[src/rtl/pq_sreg_queue.sv]
// Sorted shift-register priority queue: slot 0 always holds the best entry.
// Latency: one cycle from enq/deq to updated kv_out/count; one operation per cycle.
// Never stalls: full/empty misuse is dropped and reported on ovf/udf/key_err pulses.
package pq_pkg;
    localparam int KEY_W       = 8;
    localparam int VAL_W       = 8;
    localparam int PQ_CAPACITY = 16;

    typedef logic [KEY_W-1:0] key_t;
    typedef logic [VAL_W-1:0] val_t;

    typedef struct packed {
        key_t key;
        val_t val;
    } kv_t;

    typedef enum logic {MIN_PQ = 1'b0, MAX_PQ = 1'b1} pq_type_e;

    localparam pq_type_e PQ_TYPE = MIN_PQ;

    // The key that can never be stored; it also marks unused slots.
    localparam key_t KEYINF   = (PQ_TYPE == MIN_PQ) ? {KEY_W{1'b1}} : {KEY_W{1'b0}};
    localparam kv_t  KV_EMPTY = '{key: KEYINF, val: '0};

    // True when a has strictly higher priority than b.
    function automatic logic cmp_kv_gt(input kv_t a, input kv_t b);
        if (PQ_TYPE == MIN_PQ) begin
            return a.key < b.key;
        end
        return a.key > b.key;
    endfunction
endpackage

module pq_sreg_queue
    import pq_pkg::*;
#(
    parameter int CAPACITY = PQ_CAPACITY
) (
    input  logic                          clk,
    input  logic                          rst_n,
    input  logic                          enq,
    input  kv_t                           kv_in,
    input  logic                          deq,
    output kv_t                           kv_out,
    output logic                          empty,
    output logic                          full,
    output logic [$clog2(CAPACITY+1)-1:0] count,
    output logic                          ovf,
    output logic                          udf,
    output logic                          key_err
);
    localparam int CW = $clog2(CAPACITY + 1);

    kv_t           slot_q [CAPACITY];
    kv_t           slot_d [CAPACITY];
    kv_t           base   [CAPACITY];
    logic [CW-1:0] cnt_q, cnt_d, base_cnt;
    logic [CAPACITY-1:0] keep;
    logic          deq_eff, ins_eff, key_ok;
    logic          ovf_q, udf_q, key_err_q;

    assign empty   = (cnt_q == '0);
    assign full    = (cnt_q == CW'(CAPACITY));
    assign count   = cnt_q;
    assign kv_out  = slot_q[0];
    assign ovf     = ovf_q;
    assign udf     = udf_q;
    assign key_err = key_err_q;

    // Next array: optionally pop slot 0, then optionally insert kv_in behind all
    // entries of equal or better priority (keeps FIFO order among equal keys).
    always_comb begin
        deq_eff = deq && !empty;
        key_ok  = (kv_in.key != KEYINF);
        ins_eff = enq && key_ok && (!full || deq_eff);

        for (int i = 0; i < CAPACITY - 1; i++) begin
            base[i] = deq_eff ? slot_q[i+1] : slot_q[i];
        end
        base[CAPACITY-1] = deq_eff ? KV_EMPTY : slot_q[CAPACITY-1];
        base_cnt = cnt_q - CW'(deq_eff);

        // keep[i]: entry i stays put because it ranks at or above kv_in.
        for (int i = 0; i < CAPACITY; i++) begin
            keep[i] = (CW'(i) < base_cnt) && !cmp_kv_gt(kv_in, base[i]);
        end

        if (!ins_eff || keep[0]) begin
            slot_d[0] = base[0];
        end else begin
            slot_d[0] = kv_in;
        end
        for (int i = 1; i < CAPACITY; i++) begin
            if (!ins_eff || keep[i]) begin
                slot_d[i] = base[i];
            end else if (keep[i-1]) begin
                slot_d[i] = kv_in;
            end else begin
                slot_d[i] = base[i-1];
            end
        end

        cnt_d = base_cnt + CW'(ins_eff);
    end

    // Slot array and occupancy count.
    always_ff @(posedge clk or negedge rst_n) begin
        if (!rst_n) begin
            for (int i = 0; i < CAPACITY; i++) begin
                slot_q[i] <= KV_EMPTY;
            end
            cnt_q <= '0;
        end else begin
            for (int i = 0; i < CAPACITY; i++) begin
                slot_q[i] <= slot_d[i];
            end
            cnt_q <= cnt_d;
        end
    end

    // Error pulses, each raised independently for exactly one cycle.
    always_ff @(posedge clk or negedge rst_n) begin
        if (!rst_n) begin
            ovf_q     <= 1'b0;
            udf_q     <= 1'b0;
            key_err_q <= 1'b0;
        end else begin
            ovf_q     <= enq && !deq && full;
            udf_q     <= deq && empty;
            key_err_q <= enq && !key_ok;
        end
    end
endmodule

[config.mk]
export PLATFORM = sky130hd
export DESIGN_NAME = pq_sreg_queue
export DESIGN_NICKNAME = d
export VERILOG_FILES = /design/src/rtl/pq_sreg_queue.sv
export SDC_FILE = /design/constraint.sdc
export NUM_CORES = 1
export LEC_CHECK = 0
export ABC_CLOCK_PERIOD_IN_PS = 5900
export BUFFER_PORTS_ARGS = -buffer_cell sky130_fd_sc_hd__buf_2
export CAP_MARGIN = 25
export CORE_MARGIN = 2
export CORE_UTILIZATION = 40
export CTS_BUF_LIST = sky130_fd_sc_hd__clkbuf_4
export DETAILED_ROUTE_END_ITERATION = 7
export REMOVE_ABC_BUFFERS = 1
export SYNTH_ARGS = -nofsm -noshare
export SYNTH_HDL_FRONTEND = slang
export SYNTH_SLANG_ARGS = --single-unit
[constraint.sdc]
create_clock -name clk -period 5.9 [get_ports clk]
set_input_delay 0 -clock clk [delete_from_list [all_inputs] [get_ports clk]]
set_output_delay 0 -clock clk [all_outputs]
set_load 0.02 [all_outputs]
==> reports/results.txt <==
Crit. End Element: flip-flop
# DRC: 0
Gr ovfl total: 0
Slew @ Worst Pin: 0.9826 ns
Yosys cell types: 82
Setup WS post-layout: 1.239 ns
Largest cells by area after synthesis: mux2i_1, dfrtp_1, dfstp_2
Most frequent cells in the layout: mux2i_1, nand2_1, a21oi_1
Fmax: 214.6 MHz
Pleak: 10.43 nW
Avg Cell Area, Syn: 9.875 um2
GP Congestion: 0.8598
Num CTS Buffers: 80
Yosys reg bits: 264
Crit-path max FO: 23
Initial Util: 40.60%
Core Region: 0.04785 mm2
Gate power share: 57.4%
Final Hold Viols: 0
Max Cap Viol: 0
Tot Pwr: 13.07 mW
Clock Path Buffers: 3
Mapped Cells: 1,967
DIE AREA: 0.05034 mm2
H-tree levels: 3
Placement Rows: 80
Resized cells post-CTS: 0
Largest net degree at the start of global routing: 103
CTS tree: built
Routed vias: 15.42k
Share of cells above drive strength 1: 22.54%
Worst IR Drop VDD: 0.2384 mV
Setup violations, final: 0
Fin crit period: 4.661 ns
Startpoint types: flip-flop
Ys async rst share: 100.0%
Crit path required time: 6.56 ns
Share of power burned in registers: 28.3%
Clk root buf: clkbuf_4
WP data arrival: 5.33 ns
Routed WL: 54,100 um
I/O Buffers: 45
Setup tns final: 0 ns
Clock latency at the later pin of the worst-skew pair: 0.78 ns
Seq/Total Area, Yosys: 34.84%
Reg area: 0.006766 mm2
Die W: 224.4 um
CTS sink cnt: 264
Number of synthesized flops with an enable pin: 0
Clock power frac: 14.3%
Final period util: 79.00%
Mapped Area: 0.01942 mm2
I/O pins: 46
WL/cell: 20.16 um
Vias in the first global route: 16.20k
Sw frac: 44.25%
Synth warnings: 0
P_int: 7.288 mW
Total GRT Usage: 21.67%
Slew margin rel.: 33.80%
Slew Viols, Final: 0
Reg clk slew, reported paths: 0.06 ns
Fill cells: 4,629
Worst Clk Skew: 0.03553 ns
Pre-Repair DR Iteration Count: 7
Layout area overhead: 10.24%
Antenna viol nets, final: 0
HP Class: in2reg
Die H: 224.4 um
Vias per cell: 5.746
First-pass GRT wire length: 87,910 um
Initial DRC Count: 1,020
Power Dens Cells: 610.6 mW/mm2
Multi-input gate area: 0.01138 mm2
Switch Pwr: 5.785 mW
Detail Placement HPWL: 36,410 um
Yosys top cell area share: 22.31%
Synth Flop Type: dfrtp_1
Final layout net count: 2,143
Leading cell type in the layout, fill and taps excluded: mux2i_1
Dpl ws: 1.326 ns
Status: finished, final reports clean
Initial antenna violation count: 2
Synth area leader: mux2i_1
RSZ-0062 raised after global routing: false
Crit Path Category: reg2reg
## cells by family (layout without fill, tap and decap cells)
logic type	count (synthesis)	in the layout	synth area share [%]
muxes	522	522	27.53
DFF	264	264	34.84
buffers and inverters	294	394	6.835
AOI/OAI and AO/OA	428	428	15.22
adders and majority gates	115	115	7.408
other	0	1	0
xor gates and xnor gates	6	6	0.2705
and+or+nand+nor	338	338	7.897
## through the flow
step / instances / util, % / hold slack [ns] / area [um2]
6_report: 2683 / 44.75 / 0.1030 / 21410
5_1_grt: 2683 / 44.75 / 0.07243 / 21410
4_1_cts: 2680 / 44.67 / 0.02002 / 21370
3_5_place_dp: 2514 / 41.93 / 0.2085 / 20060
3_3_place_gp: 2514 / 41.93 / 0.2088 / 20060
2_1_floorplan: 1800 / - / -0.2956 / 18570
## per-layer routing
layer	share of wire, %	GRT usage (%)	vias up
met5	0.024	0	-
met2	46	34.90	407
met3	5.1	3.893	83
met4	2.0	7.370	2
li1	-	-	7286
met1	47	29.36	7638
## layout make-up
type	count	share of cell area [%]
Sequential cell	264	31.60
Clock buffer	122	4.277
Tap cell	615	3.594
Timing Repair Buffer	126	4.540
Inverter	127	2.226
Antenna cell	1	0.01169
Multi-Input combinational cell	1409	53.16
Clock inverter	19	0.5844
## synth_stat cells, types with 18 or more instances
cell,n
nor2_1,24
a21o_1,20
nand2_1,220
ha_1,115
buf_4,28
clkbuf_1,76
mux2_1,19
a21oi_1,163
o2111ai_1,18
inv_1,127
mux2i_1,433
a211oi_1,25
o22ai_1,19
buf_2,46
mux2_2,67
o21ai_0,64
dfrtp_1,136
a2111oi_0,19
dfstp_2,128
## worst max-delay path, stage by stage, from the launching register on
cell and delay, ns:
dfrtp_1 0.46, nor4_1 0.69, a21oi_4 0.37, buf_12 0.28
buf_4 0.20, mux2i_1 0.24, ha_1 0.28, a2111oi_0 0.52
or3b_2 0.55, a21oi_4 0.66, mux2i_1 0.29
## power by group through the flow
stage | combinational (mW) | clock (mW) | sequential, mW
global placement | 7.23 | 0 | 3.70
global route | 8.29 | 2.03 | 3.81
finish | 7.50 | 1.87 | 3.70
CTS | 7.46 | 1.93 | 3.69
detailed placement | 7.42 | 0 | 3.72
floorplan | 5.77 | 0 | 3.58
## path summary, 6_finish.rpt
kind,slack [ns],depth (start not counted),start,end
max,1.24,10,count[3]$_DFF_PN0_,slot_q[31]$_DFF_PN1_
min,0.10,3,kv_in[15],kv_out[15]$_DFF_PN1_
max reg2reg,1.24,10,count[3]$_DFF_PN0_,slot_q[31]$_DFF_PN1_
min reg2reg,0.57,2,slot_q[22]$_DFF_PN0_,slot_q[6]$_DFFE_PN0P_
max in group asynchronous,4.33,4,rst_n,slot_q[100]$_DFF_PN0_
min in group asynchronous,0.56,3,rst_n,slot_q[168]$_DFF_PN1_
## registers in the layout, indices dropped and copies added, names as in the netlist
| name | cells |
|---|---|
| count | 5 |
| key_err | 1 |
| kv_out | 16 |
| ovf | 1 |
| slot_q | 240 |
| udf | 1 |
## repair_timing
action                                 in CTS  in global routing
buffers inserted                            0                  0
endpoints found under the hold margin     333                  0
hold buffers                               25                  0
Power figures use the tool's default switching activity.
